[src/rtl/io_bridge_pkg.sv]
// Shared types and constants for the CPU IO port to serial byte-stream bridge.
package io_bridge_pkg;

    typedef enum logic [1:0] {W_IDLE, W_DATA, W_DRAIN, W_RESP} wstate_t;
    typedef enum logic {R_IDLE, R_DATA} rstate_t;

    localparam logic [1:0] RESP_OKAY     = 2'b00;
    localparam int         STAT_ADDR_BIT = 2;

endpackage

[src/rtl/byte_fifo.sv]
// First-word-fall-through FIFO; dout shows the head whenever the FIFO is not empty.
module byte_fifo #(
    parameter int DEPTH = 4,
    parameter int WIDTH = 8
) (
    input  logic                       clk,
    input  logic                       rst,
    input  logic                       push,
    input  logic [WIDTH-1:0]           din,
    input  logic                       pop,
    output logic [WIDTH-1:0]           dout,
    output logic                       empty,
    output logic                       full,
    output logic [$clog2(DEPTH+1)-1:0] count
);
    localparam int PW = $clog2(DEPTH);
    localparam int CW = $clog2(DEPTH + 1);

    logic [WIDTH-1:0] mem_q [DEPTH];
    logic [PW-1:0]    wr_ptr_q;
    logic [PW-1:0]    rd_ptr_q;
    logic [CW-1:0]    count_q;
    logic             do_push;
    logic             do_pop;

    // A full FIFO refuses pushes even when a pop frees a slot in the same cycle.
    assign do_push = push && !full;
    assign do_pop  = pop && !empty;
    assign empty   = (count_q == '0);
    assign full    = (count_q == CW'(DEPTH));
    assign dout    = mem_q[rd_ptr_q];
    assign count   = count_q;

    always_ff @(posedge clk or posedge rst) begin
        if (rst) begin
            wr_ptr_q <= '0;
            rd_ptr_q <= '0;
            count_q  <= '0;
        end else begin
            if (do_push) wr_ptr_q <= wr_ptr_q + 1'b1;
            if (do_pop)  rd_ptr_q <= rd_ptr_q + 1'b1;
            count_q <= count_q + CW'(do_push) - CW'(do_pop);
        end
    end

    always_ff @(posedge clk) begin
        if (do_push) mem_q[wr_ptr_q] <= din;
    end

endmodule

[src/rtl/axi_io_serial_bridge.sv]
// AXI4 byte-wide IO slave: write beats feed a one-deep TX buffer, reads return
// buffered RX bytes (araddr[2]=0) or a status byte (araddr[2]=1).
module axi_io_serial_bridge
    import io_bridge_pkg::*;
#(
    parameter int ID_WIDTH   = 4,
    parameter int ADDR_WIDTH = 32,
    parameter int RX_DEPTH   = 4
) (
    input  logic                  clk,
    input  logic                  rst,
    input  logic [ID_WIDTH-1:0]   s_io_awid,
    input  logic [ADDR_WIDTH-1:0] s_io_awaddr,
    input  logic [7:0]            s_io_awlen,
    input  logic                  s_io_awvalid,
    output logic                  s_io_awready,
    input  logic [7:0]            s_io_wdata,
    input  logic                  s_io_wlast,
    input  logic                  s_io_wvalid,
    output logic                  s_io_wready,
    output logic [ID_WIDTH-1:0]   s_io_bid,
    output logic [1:0]            s_io_bresp,
    output logic                  s_io_bvalid,
    input  logic                  s_io_bready,
    input  logic [ID_WIDTH-1:0]   s_io_arid,
    input  logic [ADDR_WIDTH-1:0] s_io_araddr,
    input  logic [7:0]            s_io_arlen,
    input  logic                  s_io_arvalid,
    output logic                  s_io_arready,
    output logic [ID_WIDTH-1:0]   s_io_rid,
    output logic [7:0]            s_io_rdata,
    output logic [1:0]            s_io_rresp,
    output logic                  s_io_rlast,
    output logic                  s_io_rvalid,
    input  logic                  s_io_rready,
    output logic [7:0]            tx_data,
    output logic                  tx_valid,
    input  logic                  tx_ready,
    input  logic [7:0]            rx_data,
    input  logic                  rx_valid,
    output logic                  rx_ready
);
    localparam int CW = $clog2(RX_DEPTH + 1);

    wstate_t               wstate_q, wstate_d;
    rstate_t               rstate_q, rstate_d;
    logic [ID_WIDTH-1:0]   bid_q, rid_q;
    logic                  stat_sel_q;
    logic [7:0]            rcnt_q;
    logic [7:0]            tx_data_q;
    logic                  tx_valid_q;
    logic                  aw_hs, w_hs, ar_hs, r_hs;
    logic                  fifo_empty, fifo_full;
    logic [7:0]            fifo_dout;
    logic [CW-1:0]         fifo_count;
    logic [7:0]            stat_byte;
    logic                  unused_inputs;

    assign unused_inputs = ^{s_io_awaddr, s_io_awlen,
                             s_io_araddr[ADDR_WIDTH-1:STAT_ADDR_BIT+1],
                             s_io_araddr[STAT_ADDR_BIT-1:0]};

    assign aw_hs = s_io_awvalid && s_io_awready;
    assign w_hs  = s_io_wvalid && s_io_wready;
    assign ar_hs = s_io_arvalid && s_io_arready;
    assign r_hs  = s_io_rvalid && s_io_rready;

    assign stat_byte = {6'(fifo_count), fifo_full, tx_valid_q};

    byte_fifo #(.DEPTH(RX_DEPTH), .WIDTH(8)) u_rx_fifo (
        .clk   (clk),
        .rst   (rst),
        .push  (rx_valid && rx_ready),
        .din   (rx_data),
        .pop   (r_hs && !stat_sel_q),
        .dout  (fifo_dout),
        .empty (fifo_empty),
        .full  (fifo_full),
        .count (fifo_count)
    );

    always_ff @(posedge clk or posedge rst) begin
        if (rst) begin
            wstate_q   <= W_IDLE;
            bid_q      <= '0;
            tx_data_q  <= '0;
            tx_valid_q <= 1'b0;
        end else begin
            wstate_q <= wstate_d;
            if (aw_hs) bid_q <= s_io_awid;
            if (w_hs) begin
                tx_data_q  <= s_io_wdata;
                tx_valid_q <= 1'b1;
            end else if (tx_ready) begin
                tx_valid_q <= 1'b0;
            end
        end
    end

    always_comb begin
        wstate_d = wstate_q;
        case (wstate_q)
            W_IDLE:  if (aw_hs) wstate_d = W_DATA;
            W_DATA:  if (w_hs && s_io_wlast) wstate_d = W_DRAIN;
            W_DRAIN: if (!tx_valid_q || tx_ready) wstate_d = W_RESP;
            W_RESP:  if (s_io_bready) wstate_d = W_IDLE;
            default: wstate_d = W_IDLE;
        endcase
    end

    always_comb begin
        s_io_awready = 1'b0;
        s_io_wready  = 1'b0;
        s_io_bvalid  = 1'b0;
        if (!rst) begin
            case (wstate_q)
                W_IDLE:  s_io_awready = 1'b1;
                W_DATA:  s_io_wready  = !tx_valid_q || tx_ready;
                W_RESP:  s_io_bvalid  = 1'b1;
                default: ;
            endcase
        end
    end

    always_ff @(posedge clk or posedge rst) begin
        if (rst) begin
            rstate_q   <= R_IDLE;
            rid_q      <= '0;
            stat_sel_q <= 1'b0;
            rcnt_q     <= '0;
        end else begin
            rstate_q <= rstate_d;
            if (ar_hs) begin
                rid_q      <= s_io_arid;
                stat_sel_q <= s_io_araddr[STAT_ADDR_BIT];
                rcnt_q     <= s_io_arlen;
            end else if (r_hs) begin
                rcnt_q <= rcnt_q - 8'd1;
            end
        end
    end

    always_comb begin
        rstate_d = rstate_q;
        case (rstate_q)
            R_IDLE:  if (ar_hs) rstate_d = R_DATA;
            R_DATA:  if (r_hs && s_io_rlast) rstate_d = R_IDLE;
            default: rstate_d = R_IDLE;
        endcase
    end

    // Status beats are always valid; data beats wait for the FIFO with no timeout.
    always_comb begin
        s_io_arready = 1'b0;
        s_io_rvalid  = 1'b0;
        s_io_rdata   = '0;
        s_io_rlast   = 1'b0;
        if (!rst) begin
            case (rstate_q)
                R_IDLE: s_io_arready = 1'b1;
                R_DATA: begin
                    s_io_rvalid = stat_sel_q || !fifo_empty;
                    s_io_rdata  = stat_sel_q ? stat_byte : fifo_dout;
                    s_io_rlast  = (rcnt_q == 8'd0);
                end
                default: ;
            endcase
        end
    end

    assign s_io_bid   = bid_q;
    assign s_io_bresp = RESP_OKAY;
    assign s_io_rid   = rid_q;
    assign s_io_rresp = RESP_OKAY;
    assign tx_data    = tx_data_q;
    assign tx_valid   = tx_valid_q;
    assign rx_ready   = !rst && !fifo_full;

endmodule

[config.mk]
export PLATFORM = sky130hd
export DESIGN_NAME = axi_io_serial_bridge
export DESIGN_NICKNAME = d
export VERILOG_FILES = /design/src/rtl/io_bridge_pkg.sv /design/src/rtl/byte_fifo.sv /design/src/rtl/axi_io_serial_bridge.sv
export SDC_FILE = /design/constraint.sdc
export NUM_CORES = 1
export LEC_CHECK = 0
export ABC_AREA = 1
export BUFFER_PORTS_ARGS = -buffer_cell sky130_fd_sc_hd__buf_2
export CAP_MARGIN = 20
export CORE_UTILIZATION = 49
export CTS_BUF_LIST = sky130_fd_sc_hd__clkbuf_2 sky130_fd_sc_hd__clkbuf_4 sky130_fd_sc_hd__clkbuf_8
export CTS_CLUSTER_DIAMETER = 120
export DETAILED_ROUTE_END_ITERATION = 16
export PLACE_DENSITY = 0.82
export SLEW_MARGIN = 40
export SYNTH_ARGS = -nofsm -noshare
export SYNTH_HDL_FRONTEND = slang
export SYNTH_SLANG_ARGS = --single-unit
[constraint.sdc]
create_clock -name clk -period 2.7 [get_ports clk]
set_clock_uncertainty 0.2 [all_clocks]
set_input_delay 0.54 -clock clk [delete_from_list [all_inputs] [get_ports clk]]
set_output_delay 0.54 -clock clk [all_outputs]
set_load 0.01 [all_outputs]
==> flow_summary.ini <==
[clock_tree]
clkLatencyLatePin_ps = 350
cts.sinks = 68
cts_buffers = 9
cts_root_buffer = clkbuf_8
clk_path_buf_depth = 2
htreeDepth = 3
path_clk_slew_ps = 70
cts_tree = built
post-cts-setup-buffers = 0

[min_path]
hold_path.class = input port to register

[grt]
track_usage_pct = 21.2
grt_pass1_vias = 2580
grt_max_degree = 37
grt_pass1_wl_um = 11600
grt_antenna_before_repair = 0
gr-total-overflow = 0

[floorplanning]
die-area_mm2 = 0.00726
die_x_um = 85.2
ios = 150
num_rows = 29
dieHeight_um = 85.2
design.core.area_mm2 = 0.00653
start_util_pct = 51.9

[power_and_ir_drop]
vdd_drop_max_mv = 0.602
power.density_mw_per_mm2 = 1040
p_leak_uw = 0.00201

[yosys]
syn_inst = 357
synth_top_cell_by_area = edfxtp_1
yosysUniqueCellTypes = 37
ys_top_cells_by_area = edfxtp_1 (28%), dfrtp_1 (27%), nand2_1 (8.7%)
synth-seq-cells = 68
async_reset_ff_share_pct = 52.9
netlist.area_leader.share_pct = 28.3
synth_ff_type = dfrtp_1
yosysSeqAreaShare_pct = 54.9
synth-edff-count = 32
synth_area_mm2 = 0.00339
yosysMostFrequentCell = nand2_1
synth.avg_cell_area_um2 = 9.50
synth_commonest_cells = nand2_1 (79), nor2_1 (49), inv_1 (37), dfrtp_1 (36), o21ai_0 (35)
yosys_warnings = 0

[routing]
wl_per_cell_um = 13.6
drt_pass1_iterations = 4
viasPerCell = 5.01
num_vias = 2620
drt_iter0_markers = 156
drtAntennaViolNets = 0
wl_um = 7110
remaining_drc_errors = 0

[final_layout]
nets = 568
layout.cells.non_filler = 523
fillers = 512
syn_to_final_growth_pct = 19.6
diodes = 0
drive_gt1_share_pct = 28.9

[worst_setup_path]
worstPathRequired_ps = 1960
path_class = register to primary output
end_kind = primary output
crit_fanout = 13
start_kind = register
cp.arrival_ps = 1850

[placed_design]
dp.cells = 506
portBuffers = 74
dp_hpwl_um = 4920
gp_congestion = 0.827

[flow_run]
max_cap_viol_count = 0

[sta]
setup_viol = 0
final-hold-violation-count = 0
fmaxAchievable_mhz = 386
drv_slew = 0
min_period_over_period_pct = 96.0
period_needed_ps = 2590
holdWs_ps = 183

[outcome]
run_status = complete, no violations
[flip-flops by register name, indices dropped and copies added (netlist names), 2 cells and up]
name,flops
tx_data,8
wstate_q,2
s_io_bid,4
u_rx_fifo.rd_ptr_q,2
u_rx_fifo.count,3
u_rx_fifo.mem_q,32
s_io_rid,4
rcnt_q,8
u_rx_fifo.wr_ptr_q,2
[cell type report]
class	instances	area [µm²]	share of cell area [%]
well taps	77	96.3	2.38
flip-flops and latches	68	1860	45.9
repair inverters	1	5.00	0.123
clock buffers	9	124	3.05
clock inverters	7	91.3	2.25
multi-input cells	236	1280	31.5
inverters	43	168	4.13
repair buffers	82	430	10.6
[worst paths after layout]
kind / from / to / slack, ps / cells after the start
max: u_rx_fifo.rd_ptr_q[0] / s_io_rdata[1] / 110 / 8
min: s_io_arid[0] / s_io_rid[0] / 180 / 3
min reg2reg: tx_data[4] / tx_data[4] / 270 / 2
max in group asynchronous: rst / u_rx_fifo.rd_ptr_q[0] / 1610 / 4
min in group asynchronous: rst / tx_data[4] / 330 / 4
max reg2reg: stat_sel_q / u_rx_fifo.count[2] / 180 / 10
[report_power, final]
| group | switching (µW) | internal [µW] |
|---|---|---|
| Sequential | 283 | 1410 |
| Clock | 393 | 516 |
| Combinational | 986 | 652 |
| Total | 1660 | 2570 |
[metal layers]
metal	wire (µm)	track usage (%)	share of wire [%]
met2	3330	33.0	47
met1	3160	25.9	44
met5	0	0	0
met3	445	7.00	6.3
met4	180	12.2	2.5
[per-stage QoR]
step	total power [µW]	setup TNS (ps)	cell area [µm²]	util [%]	setup WS, ps
after global routing	4550	-47.4	4060	62.1	-47.4
after floorplan	2790	0	3400	-	335
after detailed placement	3300	0	3820	58.6	182
after CTS	4230	0	4040	61.9	15.3
final	4230	0	4060	62.1	108
after global placement	3210	0	3820	58.6	233
[placed cells by master (no fill, tap or decap), types with 3 or more instances in the layout]
cell,Yosys,final
nand3_1,17,17
ha_1,12,12
inv_1,37,35
mux2_2,4,4
nand4_1,4,4
a21oi_1,7,7
inv_2,5,6
buf_2,3,74
buf_4,5,8
nor2_1,49,49
nand2_4,3,3
clkbuf_8,0,9
o21ai_1,2,5
conb_1,1,4
nand2_1,79,79
edfxtp_1,32,32
dfrtp_1,36,35
clkinv_2,0,3
o21ai_0,35,32
[what timing repair did]
| item | in CTS | in global routing |
|---|---|---|
| hold buffers | 0 | 0 |
| endpoints found under the setup margin | 0 | 4 |
| resized for setup | 0 | 7 |
[worst max-delay path, stage by stage, from the launching register on]
cell and delay, ps:
dfrtp_2 490, buf_4 220, nor2_1 130, nor2_1 40, o21ai_0 80, o21ai_0 150, o21ai_1 200, inv_1 50
buf_2 130
[logic make-up after synthesis]
family                   count (synthesis)  share of synthesized area, %
XOR/XNOR                                 4                          1.25
flip-flops                              68                          54.9
other                                    1                         0.111
AND/OR/NAND/NOR                        163                          22.0
adder cells (fa/ha/maj)                 13                          5.02
buffers and inverters                   56                          7.93
AO/OA/AOI/OAI                           48                          7.49
multiplexers                             4                          1.33
Note: power is estimated with default switching activity, not from simulation.
